## src/rtl/lsu_pkg.sv

```systemverilog
// ---------------------------------------------------------------------------
// lsu_pkg
// Shared types and constants for the load/store unit controller.
//   lsu_state_t           - controller FSM state encoding
//   BYTE_WIDTH            - width of one memory byte lane
//   DEFAULT_START_ADDRESS - lowest legal data address (default)
//   DEFAULT_END_ADDRESS   - highest legal data address (default)
//   LAST_BYTE_OFFSET      - offset of the last byte touched by a word access
// ---------------------------------------------------------------------------
package lsu_pkg;

    typedef enum logic [1:0] {
        StIdle,
        StAccess,
        StSplit,
        StResp
    } lsu_state_t;

    localparam int unsigned BYTE_WIDTH            = 8;
    localparam logic [31:0] DEFAULT_START_ADDRESS = 32'h0001_0000;
    localparam logic [31:0] DEFAULT_END_ADDRESS   = 32'h0001_FFFF;
    localparam int unsigned LAST_BYTE_OFFSET      = 3;

endpackage

```

## src/rtl/lsu_range_check.sv

```systemverilog
// ---------------------------------------------------------------------------
// lsu_range_check
// Combinational legality check of a data access against the address window.
//   addr_i   - first byte address of the access
//   byte_i   - 1 = single byte access, 0 = word access
//   legal_o  - 1 when every byte of the access lies inside the window
// The last byte address is formed in DATA_WIDTH+1 bits so a word access that
// wraps past the top of the address space lands above END_ADDRESS.
// ---------------------------------------------------------------------------
module lsu_range_check
    import lsu_pkg::*;
#(
    parameter int unsigned           DATA_WIDTH    = 32,
    parameter logic [DATA_WIDTH-1:0] START_ADDRESS = DEFAULT_START_ADDRESS,
    parameter logic [DATA_WIDTH-1:0] END_ADDRESS   = DEFAULT_END_ADDRESS
) (
    input  logic [DATA_WIDTH-1:0] addr_i,
    input  logic                  byte_i,
    output logic                  legal_o
);

    localparam logic [DATA_WIDTH:0] LastOffset = (DATA_WIDTH + 1)'(LAST_BYTE_OFFSET);

    logic [DATA_WIDTH:0] last;

    always_comb begin
        last    = {1'b0, addr_i} + (byte_i ? '0 : LastOffset);
        legal_o = (addr_i >= START_ADDRESS) && (last <= {1'b0, END_ADDRESS});
    end

endmodule

```

## src/rtl/lsu_ctrl.sv

```systemverilog
// ---------------------------------------------------------------------------
// lsu_ctrl
// Load/store unit controller between the execute stage and data_memory.
// Accepts one request at a time, performs aligned/byte accesses in a single
// memory cycle and splits misaligned words into four byte beats.
//   clk, rst       - clock and synchronous active-high reset
//   req_*          - request handshake and latched operands
//   resp_*         - one-cycle completion pulse with load data / range error
//   mem_*          - data_memory port (writes land on the clk negedge)
// ---------------------------------------------------------------------------
module lsu_ctrl
    import lsu_pkg::*;
#(
    parameter int unsigned           DATA_WIDTH    = 32,
    parameter int unsigned           BYTE_WIDTH    = lsu_pkg::BYTE_WIDTH,
    parameter logic [DATA_WIDTH-1:0] START_ADDRESS = DEFAULT_START_ADDRESS,
    parameter logic [DATA_WIDTH-1:0] END_ADDRESS   = DEFAULT_END_ADDRESS
) (
    input  logic                  clk,
    input  logic                  rst,
    input  logic                  req_valid_i,
    output logic                  req_ready_o,
    input  logic                  req_we_i,
    input  logic                  req_byte_i,
    input  logic [DATA_WIDTH-1:0] req_addr_i,
    input  logic [DATA_WIDTH-1:0] req_wd_i,
    output logic                  resp_valid_o,
    output logic [DATA_WIDTH-1:0] resp_rd_o,
    output logic                  resp_err_o,
    output logic [DATA_WIDTH-1:0] mem_addr_o,
    output logic [DATA_WIDTH-1:0] mem_wd_o,
    output logic                  mem_we_o,
    output logic                  mem_byte_op_o,
    input  logic [DATA_WIDTH-1:0] mem_rd_i
);

    localparam int unsigned LaneW = $clog2(DATA_WIDTH);

    lsu_state_t            state_q, state_d;
    logic [1:0]            k_q, k_d;
    logic                  we_q, we_d;
    logic                  byte_q, byte_d;
    logic [DATA_WIDTH-1:0] addr_q, addr_d;
    logic [DATA_WIDTH-1:0] wd_q, wd_d;
    logic [DATA_WIDTH-1:0] rd_q, rd_d;
    logic                  err_q, err_d;

    logic                  req_legal;
    logic                  mem_we_raw;
    logic [LaneW-1:0]      lane_lsb;

    // The range decision is taken at the accepting edge, so it looks at the
    // request operands that are being latched in that same cycle.
    lsu_range_check #(
        .DATA_WIDTH    (DATA_WIDTH),
        .START_ADDRESS (START_ADDRESS),
        .END_ADDRESS   (END_ADDRESS)
    ) u_range_check (
        .addr_i  (req_addr_i),
        .byte_i  (req_byte_i),
        .legal_o (req_legal)
    );

    always_comb begin
        state_d       = state_q;
        k_d           = k_q;
        we_d          = we_q;
        byte_d        = byte_q;
        addr_d        = addr_q;
        wd_d          = wd_q;
        rd_d          = rd_q;
        err_d         = err_q;
        req_ready_o   = 1'b0;
        resp_valid_o  = 1'b0;
        resp_rd_o     = '0;
        resp_err_o    = 1'b0;
        mem_addr_o    = '0;
        mem_wd_o      = '0;
        mem_we_raw    = 1'b0;
        mem_byte_op_o = 1'b0;
        lane_lsb      = LaneW'(BYTE_WIDTH * 32'(k_q));

        unique case (state_q)
            StIdle: begin
                req_ready_o = 1'b1;
                if (req_valid_i) begin
                    we_d   = req_we_i;
                    byte_d = req_byte_i;
                    addr_d = req_addr_i;
                    wd_d   = req_wd_i;
                    rd_d   = '0;
                    err_d  = !req_legal;
                    k_d    = 2'd0;
                    if (!req_legal) begin
                        state_d = StResp;
                    end else if (req_byte_i || (req_addr_i[1:0] == 2'b00)) begin
                        state_d = StAccess;
                    end else begin
                        state_d = StSplit;
                    end
                end
            end

            StAccess: begin
                mem_addr_o    = addr_q;
                mem_byte_op_o = byte_q;
                mem_we_raw    = we_q;
                mem_wd_o      = wd_q;
                if (!we_q) begin
                    rd_d = byte_q ? DATA_WIDTH'(mem_rd_i[BYTE_WIDTH-1:0]) : mem_rd_i;
                end
                state_d = StResp;
            end

            StSplit: begin
                mem_addr_o    = addr_q + DATA_WIDTH'(k_q);
                mem_byte_op_o = 1'b1;
                mem_we_raw    = we_q;
                mem_wd_o      = DATA_WIDTH'(wd_q[lane_lsb +: BYTE_WIDTH]);
                if (!we_q) begin
                    rd_d[lane_lsb +: BYTE_WIDTH] = mem_rd_i[BYTE_WIDTH-1:0];
                end
                if (k_q == 2'd3) begin
                    k_d     = 2'd0;
                    state_d = StResp;
                end else begin
                    k_d = k_q + 2'd1;
                end
            end

            StResp: begin
                resp_valid_o = 1'b1;
                resp_rd_o    = rd_q;
                resp_err_o   = err_q;
                state_d      = StIdle;
            end

            default: begin
                state_d = StIdle;
            end
        endcase

        // Suppress the negedge write in the reset cycle so an aborted split
        // store never lands an extra beat.
        mem_we_o = mem_we_raw & ~rst;
    end

    always_ff @(posedge clk) begin
        if (rst) begin
            state_q <= StIdle;
            k_q     <= 2'd0;
            we_q    <= 1'b0;
            byte_q  <= 1'b0;
            addr_q  <= '0;
            wd_q    <= '0;
            rd_q    <= '0;
            err_q   <= 1'b0;
        end else begin
            state_q <= state_d;
            k_q     <= k_d;
            we_q    <= we_d;
            byte_q  <= byte_d;
            addr_q  <= addr_d;
            wd_q    <= wd_d;
            rd_q    <= rd_d;
            err_q   <= err_d;
        end
    end

endmodule

```

## config.mk

```make
export PLATFORM = sky130hd
export DESIGN_NAME = lsu_ctrl
export DESIGN_NICKNAME = d
export VERILOG_FILES = /design/src/rtl/lsu_pkg.sv /design/src/rtl/lsu_range_check.sv /design/src/rtl/lsu_ctrl.sv
export SDC_FILE = /design/constraint.sdc
export NUM_CORES = 1
export LEC_CHECK = 0
export BUFFER_PORTS_ARGS = -buffer_cell sky130_fd_sc_hd__buf_2
export CAP_MARGIN = 20
export CORE_UTILIZATION = 30
export DETAILED_ROUTE_END_ITERATION = 16
export SYNTH_ARGS = -nofsm -noshare
export SYNTH_HDL_FRONTEND = slang
export SYNTH_SLANG_ARGS = --single-unit
```

## constraint.sdc

```tcl
create_clock -name clk -period 5.3 [get_ports clk]
set_clock_uncertainty 0.05 [all_clocks]
set_input_delay 0.53 -clock clk [delete_from_list [all_inputs] [get_ports clk]]
set_output_delay 0.53 -clock clk [all_outputs]
set_load 0.01 [all_outputs]
```

=== Word-level counts from Yosys, hierarchy flattened ===
Index checks and enable logic that the tools add are counted.

* Add/sub/neg operators: 4
* Order comparisons: 2
* Equal/unequal tests: 8
* Shift operators: 3
* Multiplexer cells: 23
* Bitwise operators: 2
* Reductions and logical operators: 12

{| class="wikitable"
|+ Operators with widths
! kind !! number
|-
| $mux 32 || 5
|-
| $pmux 32 s2 || 2
|-
| $pmux 32 s3 || 1
|-
| $add 32x33->33 || 1
|-
| $le 33x17->1 const B || 1
|-
| $add 32x2->32 || 1
|-
| $bwmux 32 || 1
|-
| $ge 32x17->1 const B || 1
|-
| $shift 8x7->32 const A || 1
|-
| $shiftx 32x6->8 || 1
|-
| $shiftx 8x7->32 || 1
|-
| $mux 2 || 7
|-
| $ne 2x2->1 const B || 4
|-
| $pmux 2 s4 || 1
|-
| $neg 5->7 || 1
|-
| $eq 2x2->1 const B || 3
|-
| $reduce_and 2->1 || 3
|-
| $logic_not 2->1 || 2
|-
| $mux 1 || 4
|-
| $pmux 2 s2 || 1
|-
| $reduce_and 4->1 || 1
|-
| $reduce_bool 3->1 || 1
|-
| $add 2x1->2 const B || 1
|-
| $eq 2x1->1 const B || 1
|-
| 8 further kinds || 8
|}

* Register bits: 103
* Input port bits: 101
* Logic and storage cells: 62

=== Depth between registers and ports, before layout ===
Gate-level depths: netlist of run 1.

* Word-level depth: 7
* Gate-level depth with buffers: 11

=== Hierarchy ===
From an unflattened synthesis of run 1, not the netlist that was laid out.

* Cell total of the unflattened synthesis: 905
* Area, all modules: 6516.2 um2

{| class="wikitable"
|+ Modules (own cells, without submodules)
! module !! instances !! cells each !! area an instance (um2) !! seq. area each (um2)
|-
| lsu_ctrl || 1 || 822 || 5953.2 || 2062.0
|-
| lsu_range_check || 1 || 83 || 563.0 || 0.0
|}

=== Worst setup path before layout of run 1 ===
No wires, ideal clock.

* Kind: register -> output
* Start: register k_q[0]
* End: output port mem_addr_o[20]
* Data arrival time: 2.095 ns
* Required time: 4.720 ns
* Setup slack: 2.625 ns
* Cell stages (with the launch flop): 8
* Path buffers: 0
* Cell sequence: dfxtp_1 ha_1 fa_1 and3_1 and4_1 nand4_1 o21ai_0 a311oi_1

* Word-level cells in the longest chain between the ends: 2

{| class="wikitable"
|+ Ends and longest elaborated chain
! element !! line !! RTL
|-
| start: declaration || lsu_ctrl.sv:40 || <nowiki>logic [1:0] k_q, k_d;</nowiki>
|-
| start signal: assignment || lsu_ctrl.sv:160 || <nowiki>k_q <= k_d;</nowiki>
|-
| $add 32x2->32 || lsu_ctrl.sv:116 || <nowiki>mem_addr_o = addr_q + DATA_WIDTH'(k_q);</nowiki>
|-
| $pmux 32 s2 || lsu_ctrl.sv:83 || <nowiki>unique case (state_q)</nowiki>
|-
| end: declaration || lsu_ctrl.sv:30 || <nowiki>output logic [DATA_WIDTH-1:0] mem_addr_o,</nowiki>
|}

Every way passes these cells.

=== Worst setup path in the final report of run 1 ===
* Start: register k_q[1]
* End: output port mem_addr_o[30]

The elaborated chain is that of the path after synthesis.

==> flow_summary.json, run 1 <==
{
  "start_util_pct": 30.81,
  "wl_um": 21690,
  "place_inst": 1326,
  "avgSynthCellArea_um2": 7.226,
  "hold_violations": 0,
  "cts_num_sinks": 103,
  "rsz0062_at_grt": "no",
  "finalSetupTns_ns": 0,
  "overflow": 0,
  "crit_end": "mem_addr_o[30]",
  "antenna_left": 0,
  "rr_worst_depth": 8,
  "async_reset_ff_share_pct": 0,
  "diodes": 0,
  "required_ns": 4.72,
  "nNetsFinal": 1181,
  "drcViolationCount": 0,
  "worstMarginPinSlew_ns": 1.097,
  "grt_pass1_vias": 6278,
  "hold_slack_ns": 0.3184,
  "worstReg2RegStart": "state_q[0]",
  "synth_seq_cells": 103,
  "grt_pass1_wl_um": 33750,
  "clkTransAtPathRegs_ns": 0.07,
  "yosysTopAreaCell": "dfxtp_1",
  "status": "complete, no violations",
  "initialDrtViolationCount": 386,
  "via_per_inst": 5.305,
  "netlist_area_um2": 6518,
  "cts_tree": "yes",
  "finalCritPeriodShare_pct": 72.97,
  "crit-reg2reg-capture": "rd_q[6]",
  "rrSetupSlack_ns": 1.77,
  "grt.total_usage_pct": 19.07,
  "maxSlewViolCount": 0,
  "die_h_um": 149.4,
  "area_growth_pct": 22.73,
  "setup_violations": 0,
  "synth_area_leaders": "dfxtp_1 32%, nand2_1 11%, a21oi_1 9.0%",
  "synth.most_common_cell": "nand2_1",
  "synth_top_area_share_pct": 31.64,
  "post-dp-hpwl_um": 15310,
  "critPathLaunch": "k_q[1]",
  "die_area_um2": 22320,
  "ys_types": 58,
  "synth-warning-count": 0,
  "timing.final.crit_period_ns": 3.867,
  "worstPathMaxFanout": 15,
  "fmax_ghz": 0.2586,
  "ys_seq_area_share_pct": 31.64,
  "wl_per_cell_um": 16.16,
  "synth_cells": 902,
  "leakage_nw": 3.343,
  "ioPinCount": 202,
  "end_kind": "primary output",
  "synth_edf_count": 0,
  "synth_fp_nets": 1021,
  "fin_area_um2": 7999,
  "ir_drop_mv": 0.2187,
  "hold_path.class": "in -> reg",
  "stdcell_count": 1342,
  "synth_ff_type": "dfxtp_1",
  "postCtsSetupRepairBufs": 0,
  "fp.dieW_um": 149.4,
  "numCtsBuffers": 9,
  "max-cap-violations": 0,
  "cp-start-kind": "register",
  "grt_max_degree": 100,
  "crit_type": "reg -> out",
  "setup_slack_ns": 1.433,
  "fp-row-count": 53,
  "slew_headroom_pct": 26.84,
  "placed_cell_area_um2": 7710,
  "total_power_mw": 3.156,
  "vias": 7119,
  "worstSkewPairLatency_ns": 0.35,
  "p_per_area_nw_per_um2": 394.5,
  "pre_cts_ws_ns": 1.804,
  "post_cts_resized": 0,
  "cts_root_buffer": "clkbuf_16",
  "synth_common_cells": "192 x nand2_1, 117 x a21oi_1, 103 x dfxtp_1",
  "htreeDepth": 3,
  "crit_arrival_ns": 3.29,
  "clk_path_buf_depth": 2,
  "io_buffer_count": 201,
  "gp_congestion": 0.8563,
  "antenna_found_initial": 1,
  "core_area_um2": 21150,
  "hold_buffers": 0,
  "drive_gt1_share_pct": 23.62,
  "final_core_util_pct": 37.81,
  "first_pass_iters": 5
}
==> cells by family (layout without fill, tap and decap cells) <==
| group | count (synthesis) | in the layout | share of synthesized area (%) |
|---|---|---|---|
| simple gates | 438 | 438 | 33.50 |
| compound gates | 257 | 257 | 23.54 |
| flops | 103 | 103 | 31.64 |
| buf+inv | 75 | 240 | 4.435 |
| fa+ha+maj | 18 | 18 | 3.686 |
| mux | 9 | 9 | 2.937 |
| xor+xnor | 2 | 2 | 0.2688 |
==> power by group <==
group / total, mW / internal (mW) / switching (mW)
Clock: 0.666 / 0.329 / 0.337
Combinational: 1.46 / 0.444 / 1.02
Sequential: 1.03 / 0.902 / 0.126
Total: 3.16 / 1.68 / 1.48
==> how the worst min path moves through the flow <==
stage | start | end | slack, ns | depth (start not counted)
3_5_place_dp | wd_q[27] | wd_q[27] | 0.41 | 2
6_report | rst | wd_q[16] | 0.32 | 2
5_1_grt | rst | wd_q[8] | 0.32 | 2
2_1_floorplan | wd_q[16] | wd_q[16] | 0.39 | 2
3_3_place_gp | wd_q[28] | wd_q[28] | 0.40 | 2
4_1_cts | rst | wd_q[16] | 0.31 | 2
==> layout make-up <==
class | instances | area [um^2]
Clock buffer | 9 | 225.2
Clock inverter | 7 | 63.81
Fill cell | 2297 | 13160
Inverter | 14 | 52.55
Multi-Input combinational cell | 724 | 4175
Sequential cell | 103 | 2062
Tap cell | 275 | 344.1
Timing Repair Buffer | 210 | 1076
==> sequential cells by signal (all words and copies together), names as in the netlist <==
| register | flops |
|---|---|
| addr_q | 32 |
| k_q | 2 |
| rd_q | 32 |
| err_q | 1 |
| we_q | 1 |
| state_q | 2 |
| byte_q | 1 |
| wd_q | 32 |
==> critical path: stages, from the launching register on <==
cell and delay, ns:
dfxtp_1 0.82, fa_1 0.34, and3_1 0.24, and4_1 0.29, nand4_1 0.29, nor2_1 0.24
nand3_1 0.10, o31ai_1 0.38, buf_2 0.22
==> layout by cell type (no fill, tap or decap), types with 3 or more instances in the layout <==
master     count
ha_1          14
o22ai_1        7
and2_1        59
buf_4         10
and3_1         7
a31oi_1        9
nor3_1        15
nor2_1        75
a22oi_1       42
inv_1         12
nand4b_1       3
buf_2        200
mux4_2         8
a21oi_1      117
dfxtp_1      103
o211a_1        3
o21ai_0       47
nand3_1       15
nand4_1       11
a211oi_1       7
nand3b_1       7
a311oi_1       9
and4_1         5
nor4_4         3
a32oi_1        3
nor2b_1       25
nand2_1      191
clkbuf_16      9
a21o_1         3
==> layer usage <==
metal | part of all wire [%] | up-vias | global-route usage [%]
li1 | - | 3484 | -
met1 | 45 | 3313 | 26.33
met2 | 45 | 290 | 29.51
met3 | 7.9 | 30 | 3.914
met4 | 2.1 | 2 | 5.867
met5 | 0.046 | - | 0
No activity file was read; power rests on OpenSTA's default activity.
==> run 2: changes to the inputs <==
==> constraint.sdc (replaced) <==
create_clock -name clk -period 3.2 [get_ports clk]
set_clock_uncertainty 0.05 [all_clocks]
set_input_delay 0.32 -clock clk [delete_from_list [all_inputs] [get_ports clk]]
set_output_delay 0.32 -clock clk [all_outputs]
set_load 0.01 [all_outputs]
==> run 2 against run 1 <==
  * Clock power up 70%
  * Via count up 0.18%
  * Sequential share of layout area fell by 0.68 points
  * Critical path depth is 1 higher
  * Setup slack got worse by 1.3 ns
  * Largest cell class unchanged
==> flow_summary.json, run 2 (synthesized netlist as in run 1, its figures left out) <==
{
  "nNetsFinal": 1199,
  "drive_gt1_share_pct": 25.62,
  "fillers": 2288,
  "cp_slowest_cell": "dfxtp_1",
  "rr_worst_depth": 8,
  "worstMarginPinSlew_ns": 0.6467,
  "die_h_um": 149.4,
  "grt.total_usage_pct": 19.91,
  "wl_per_cell_um": 16.47,
  "wl_um": 22410,
  "slew_headroom_pct": 56.80,
  "ir_drop_mv": 0.5357,
  "hold_slack_ns": 0.1385,
  "worstPathMaxFanout": 7,
  "fp.dieW_um": 149.4,
  "leakage_nw": 3.458,
  "antenna_found_initial": 1,
  "timing.final.crit_period_ns": 3.019,
  "finalCritPeriodShare_pct": 94.34,
  "start_util_pct": 30.81,
  "vias": 7132,
  "clk_path_buf_depth": 2,
  "first_pass_iters": 5,
  "cts_num_sinks": 103,
  "initialDrtViolationCount": 342,
  "grt_max_degree": 44,
  "core_area_um2": 21150,
  "fmax_ghz": 0.3312,
  "required_ns": 2.83,
  "htreeDepth": 3,
  "cts_root_buffer": "clkbuf_16",
  "status": "complete, no violations",
  "grt_pass1_wl_um": 34840,
  "max_stage_delay_ns": 0.36,
  "end_kind": "primary output",
  "drcViolationCount": 0,
  "fin_area_um2": 8215,
  "worstSkewPairLatency_ns": 0.36,
  "crit_type": "reg -> out",
  "clkTransAtPathRegs_ns": 0.08,
  "reg_top3": "addr_q: 32 flops, rd_q: 32 flops, wd_q: 32 flops",
  "grt_pass1_vias": 6473,
  "crit_chain": "ha_1 > a21o_1 > nand4_1 > nor4_4 > nand4_4 > nor2_4 > nor3b_1 > a221o_1 > buf_2",
  "crit_arrival_ns": 2.65,
  "max-cap-violations": 0,
  "hold_path.class": "in -> reg",
  "cp-start-kind": "register",
  "ioPinCount": 202,
  "antenna_left": 0,
  "final_cell_mix": "200 x buf_2, 191 x nand2_1, 116 x a21oi_1",
  "cts_tree": "yes",
  "numCtsBuffers": 9,
  "hold_violations": 0,
  "overflow": 0,
  "post-dp-hpwl_um": 16020,
  "gp_congestion": 0.8746,
  "area_growth_pct": 26.05,
  "total_power_mw": 5.430,
  "setup_violations": 0,
  "via_per_inst": 5.240,
  "whs_path_depth": 3,
  "die_area_um2": 22320,
  "maxSlewViolCount": 0,
  "final_core_util_pct": 38.84,
  "regArea_um2": 2062,
  "io_buffer_count": 201,
  "fp-row-count": 53,
  "layout_commonest_cell": "buf_2",
  "multi_input_area_um2": 4224,
  "p_per_area_nw_per_um2": 661.0,
  "placed_cell_area_um2": 7863
}
==> run 2: worst max-delay path: cells and delay by family (launching register included) <==
| family | cells | cell delay (ns) |
|---|---|---|
| AOI/OAI and AO/OA | 2 | 0.43 |
| buffers and inverters | 1 | 0.15 |
| and+or+nand+nor | 5 | 1.06 |
| adders and majority gates | 1 | 0.29 |
| DFF | 1 | 0.36 |
==> run 2: through the flow <==
stage                TNS (ns)  cells  setup WS (ns)
finish                      0   1361         0.1810
global route        -0.002822   1360      -0.002822
detailed placement          0   1343         0.2748
CTS                         0   1360         0.1048
floorplan                   0    902         0.7348
global placement            0   1343         0.3298
==> run 2: final timing paths <==
check | startpoint | end | slack (ns)
setup reg to reg | state_q[0] | rd_q[31] | 0.70
hold / removal | req_wd_i[11] | wd_q[11] | 0.14
setup / recovery | k_q[1] | mem_addr_o[31] | 0.18
hold reg to reg | wd_q[28] | wd_q[28] | 0.42
==> run 2: cell type report <==
type	count	share of cell area [%]
Antenna cell	1	0.03046
Inverter	14	0.6397
Tap cell	275	4.188
Clock inverter	7	0.8376
Timing Repair Buffer	228	15.05
Sequential cell	103	25.10
Clock buffer	9	2.741
Multi-Input combinational cell	724	51.42
==> run 2: power breakdown <==
| group | total [mW] | switching [mW] | internal [mW] |
|---|---|---|---|
| clock network | 1.13 | 0.578 | 0.556 |
| logic | 2.60 | 1.75 | 0.843 |
| registers | 1.70 | 0.205 | 1.49 |
==> run 2: layer usage <==
layer	up-vias	global-route usage, %	routed length (um)
met5	-	0	0
met4	0	5.459	354
met3	27	3.700	1528
met2	280	32.57	10400
met1	3292	26.58	10130
li1	3533	-	-
==> run 2: timing repair <==
action,CTS,global route
resized for setup,1,10
hold buffers,0,0
setup endpoints to repair,1,7
setup buffers,1,0
pin swaps,0,1
==> run 3: changes to the inputs <==
==> constraint.sdc (replaced) <==
create_clock -name clk -period 2.66 [get_ports clk]
set_clock_uncertainty 0.05 [all_clocks]
set_input_delay 0.266 -clock clk [delete_from_list [all_inputs] [get_ports clk]]
set_output_delay 0.266 -clock clk [all_outputs]
set_load 0.01 [all_outputs]
==> run 3 against run 2 <==
  * The run now ends with negative setup slack left
  * Via count increased by 3.3%
  * Critical path type unchanged
  * Worst hold slack worse by 0.058 ns
  * Core utilization up 2.0 points
  * First-iteration DRC count grew 8.2%
  * Cell count is 2.5% higher
  * Critical path depth rose by 2
  * Highest routed layer is now met5
==> flow_summary.json, run 3 (synthesized netlist as in run 1, its figures left out) <==
{
  "critPathLaunch": "k_q[1]",
  "hold_violations": 0,
  "die_area_um2": 22320,
  "max_stage_delay_ns": 0.37,
  "gp_congestion": 0.8766,
  "fmax_ghz": 0.3462,
  "placed_cell_area_um2": 7950,
  "overflow": 0,
  "worstMarginPinSlew_ns": 0.6198,
  "stdcell_count": 1395,
  "cts_tree": "yes",
  "grt.total_usage_pct": 20.34,
  "total_power_mw": 6.805,
  "diodes": 0,
  "hold_end": "wd_q[18]",
  "p_per_area_nw_per_um2": 786.8,
  "cts_num_sinks": 103,
  "via_per_inst": 5.279,
  "clkTransAtPathRegs_ns": 0.08,
  "rsz0062_at_grt": "yes",
  "start_util_pct": 30.81,
  "leakage_nw": 3.648,
  "fin_area_um2": 8648,
  "clkPwrFrac_pct": 19.1,
  "ioPinCount": 202,
  "wl_per_cell_um": 16.81,
  "timing.final.crit_period_ns": 2.889,
  "worstPathMaxFanout": 4,
  "crit_type": "reg -> out",
  "place_inst": 1358,
  "p_sw_mw": 3.171,
  "drive_gt1_share_pct": 31.07,
  "finalCritPeriodShare_pct": 108.6,
  "slew_headroom_pct": 58.68,
  "setup_slack_ns": -0.2289,
  "wl_um": 23460,
  "pre_cts_ws_ns": -0.05249,
  "die_h_um": 149.4,
  "numCtsBuffers": 9,
  "grt_max_degree": 52,
  "hold_slack_ns": 0.08057,
  "clk_path_buf_depth": 2,
  "antenna_found_initial": 1,
  "end_kind": "primary output",
  "drcViolationCount": 0,
  "vias": 7364,
  "setup_violations": 17,
  "rrSetupSlack_ns": 0.42,
  "crit-reg2reg-capture": "rd_q[10]",
  "cts_root_buffer": "clkbuf_16",
  "ir_drop_mv": 0.4184,
  "grt_pass1_wl_um": 35530,
  "fp-row-count": 53,
  "pwr-share-comb_pct": 50.7,
  "layout_commonest_cell": "buf_2",
  "crit_arrival_ns": 2.57,
  "first_pass_iters": 5,
  "initialDrtViolationCount": 370,
  "p_int_mw": 3.634,
  "whs_path_depth": 3,
  "fp.dieW_um": 149.4,
  "io_buffer_count": 201,
  "worstSkewPairLatency_ns": 0.36,
  "core_area_um2": 21150,
  "hold_path.class": "in -> reg",
  "p_sw_share_pct": 46.60,
  "post-dp-hpwl_um": 16340,
  "hold_start": "req_wd_i[18]",
  "fillers": 2230,
  "final_cell_mix": "200 x buf_2, 190 x nand2_1, 111 x a21oi_1",
  "cp-start-kind": "register",
  "maxSlewViolCount": 0,
  "crit_chain": "ha_4 > a21o_1 > buf_6 > and4_1 > and3_4 > nand4_1 > buf_4 > o21ai_2 > nand3_1 > o211a_1 > buf_2",
  "nNetsFinal": 1234,
  "reg_top3": "addr_q: 32 flops, rd_q: 32 flops, wd_q: 32 flops",
  "cp_slowest_cell": "dfxtp_4",
  "violations": "negative setup slack",
  "rr_worst_depth": 10,
  "antenna_left": 0,
  "pwr-share-seq_pct": 30.2,
  "finalSetupTns_ns": -1.960,
  "htreeDepth": 3,
  "final_core_util_pct": 40.88,
  "max-cap-violations": 0,
  "worstReg2RegStart": "k_q[0]",
  "area_growth_pct": 32.69,
  "status": "finished, violations left",
  "required_ns": 2.34,
  "grt_pass1_vias": 6503
}
## run 3: final cells by class
class	count	area, um^2	area share [%]
inverter	14	62.56	0.7234
tap	275	344.1	3.979
clock buffer	10	229.0	2.648
multi-input combinational	724	4397	50.84
clock inverter	6	45.04	0.5208
timing repair buffer	263	1496	17.30
sequential	103	2074	23.99
## run 3: what timing repair did
| item | in CTS | in global routing |
|---|---|---|
| pin swaps | 17 | 19 |
| gates resized for setup | 29 | 39 |
| gates cloned | 0 | 0 |
| endpoints found under the setup margin | 27 | 29 |
| setup buffers | 13 | 10 |
| hold buffers | 0 | 0 |
## run 3: worst max-delay path by stage
stage	slack, ns	endpoint	cells after the start
6_report	-0.23	mem_addr_o[19]	11
5_1_grt	-0.30	mem_addr_o[19]	11
4_1_cts	-0.23	mem_addr_o[31]	10
3_5_place_dp	-0.05	state_q[0]	11
3_3_place_gp	0.006	state_q[1]	11
2_1_floorplan	0.25	mem_addr_o[20]	7
## run 3: per-layer routing
metal / share of wire, % / global-route usage, % / up-vias / routed length (um)
met5: 0.043 / 0 / - / 10
met4: 2.9 / 8.367 / 2 / 684
met3: 6.4 / 3.303 / 45 / 1497
met2: 45 / 31.48 / 276 / 10540
met1: 46 / 27.85 / 3451 / 10720
li1: - / - / 3590 / -
## run 3: critical path: cells and delay by family (launching register included)
family          cells  cell delay [ns]
buf+inv             3             0.48
fa+ha+maj           1             0.25
compound gates      3             0.40
simple gates        4             0.71
flops               1             0.37
## run 3: power by group through the flow
stage	logic, mW	clock network (mW)	registers, mW
after floorplan	2.04	0	1.99
final	3.45	1.30	2.06
after CTS	3.24	1.33	2.04
after global placement	3.15	0	2.06
after detailed placement	3.16	0	2.07
after global routing	3.75	1.40	2.09
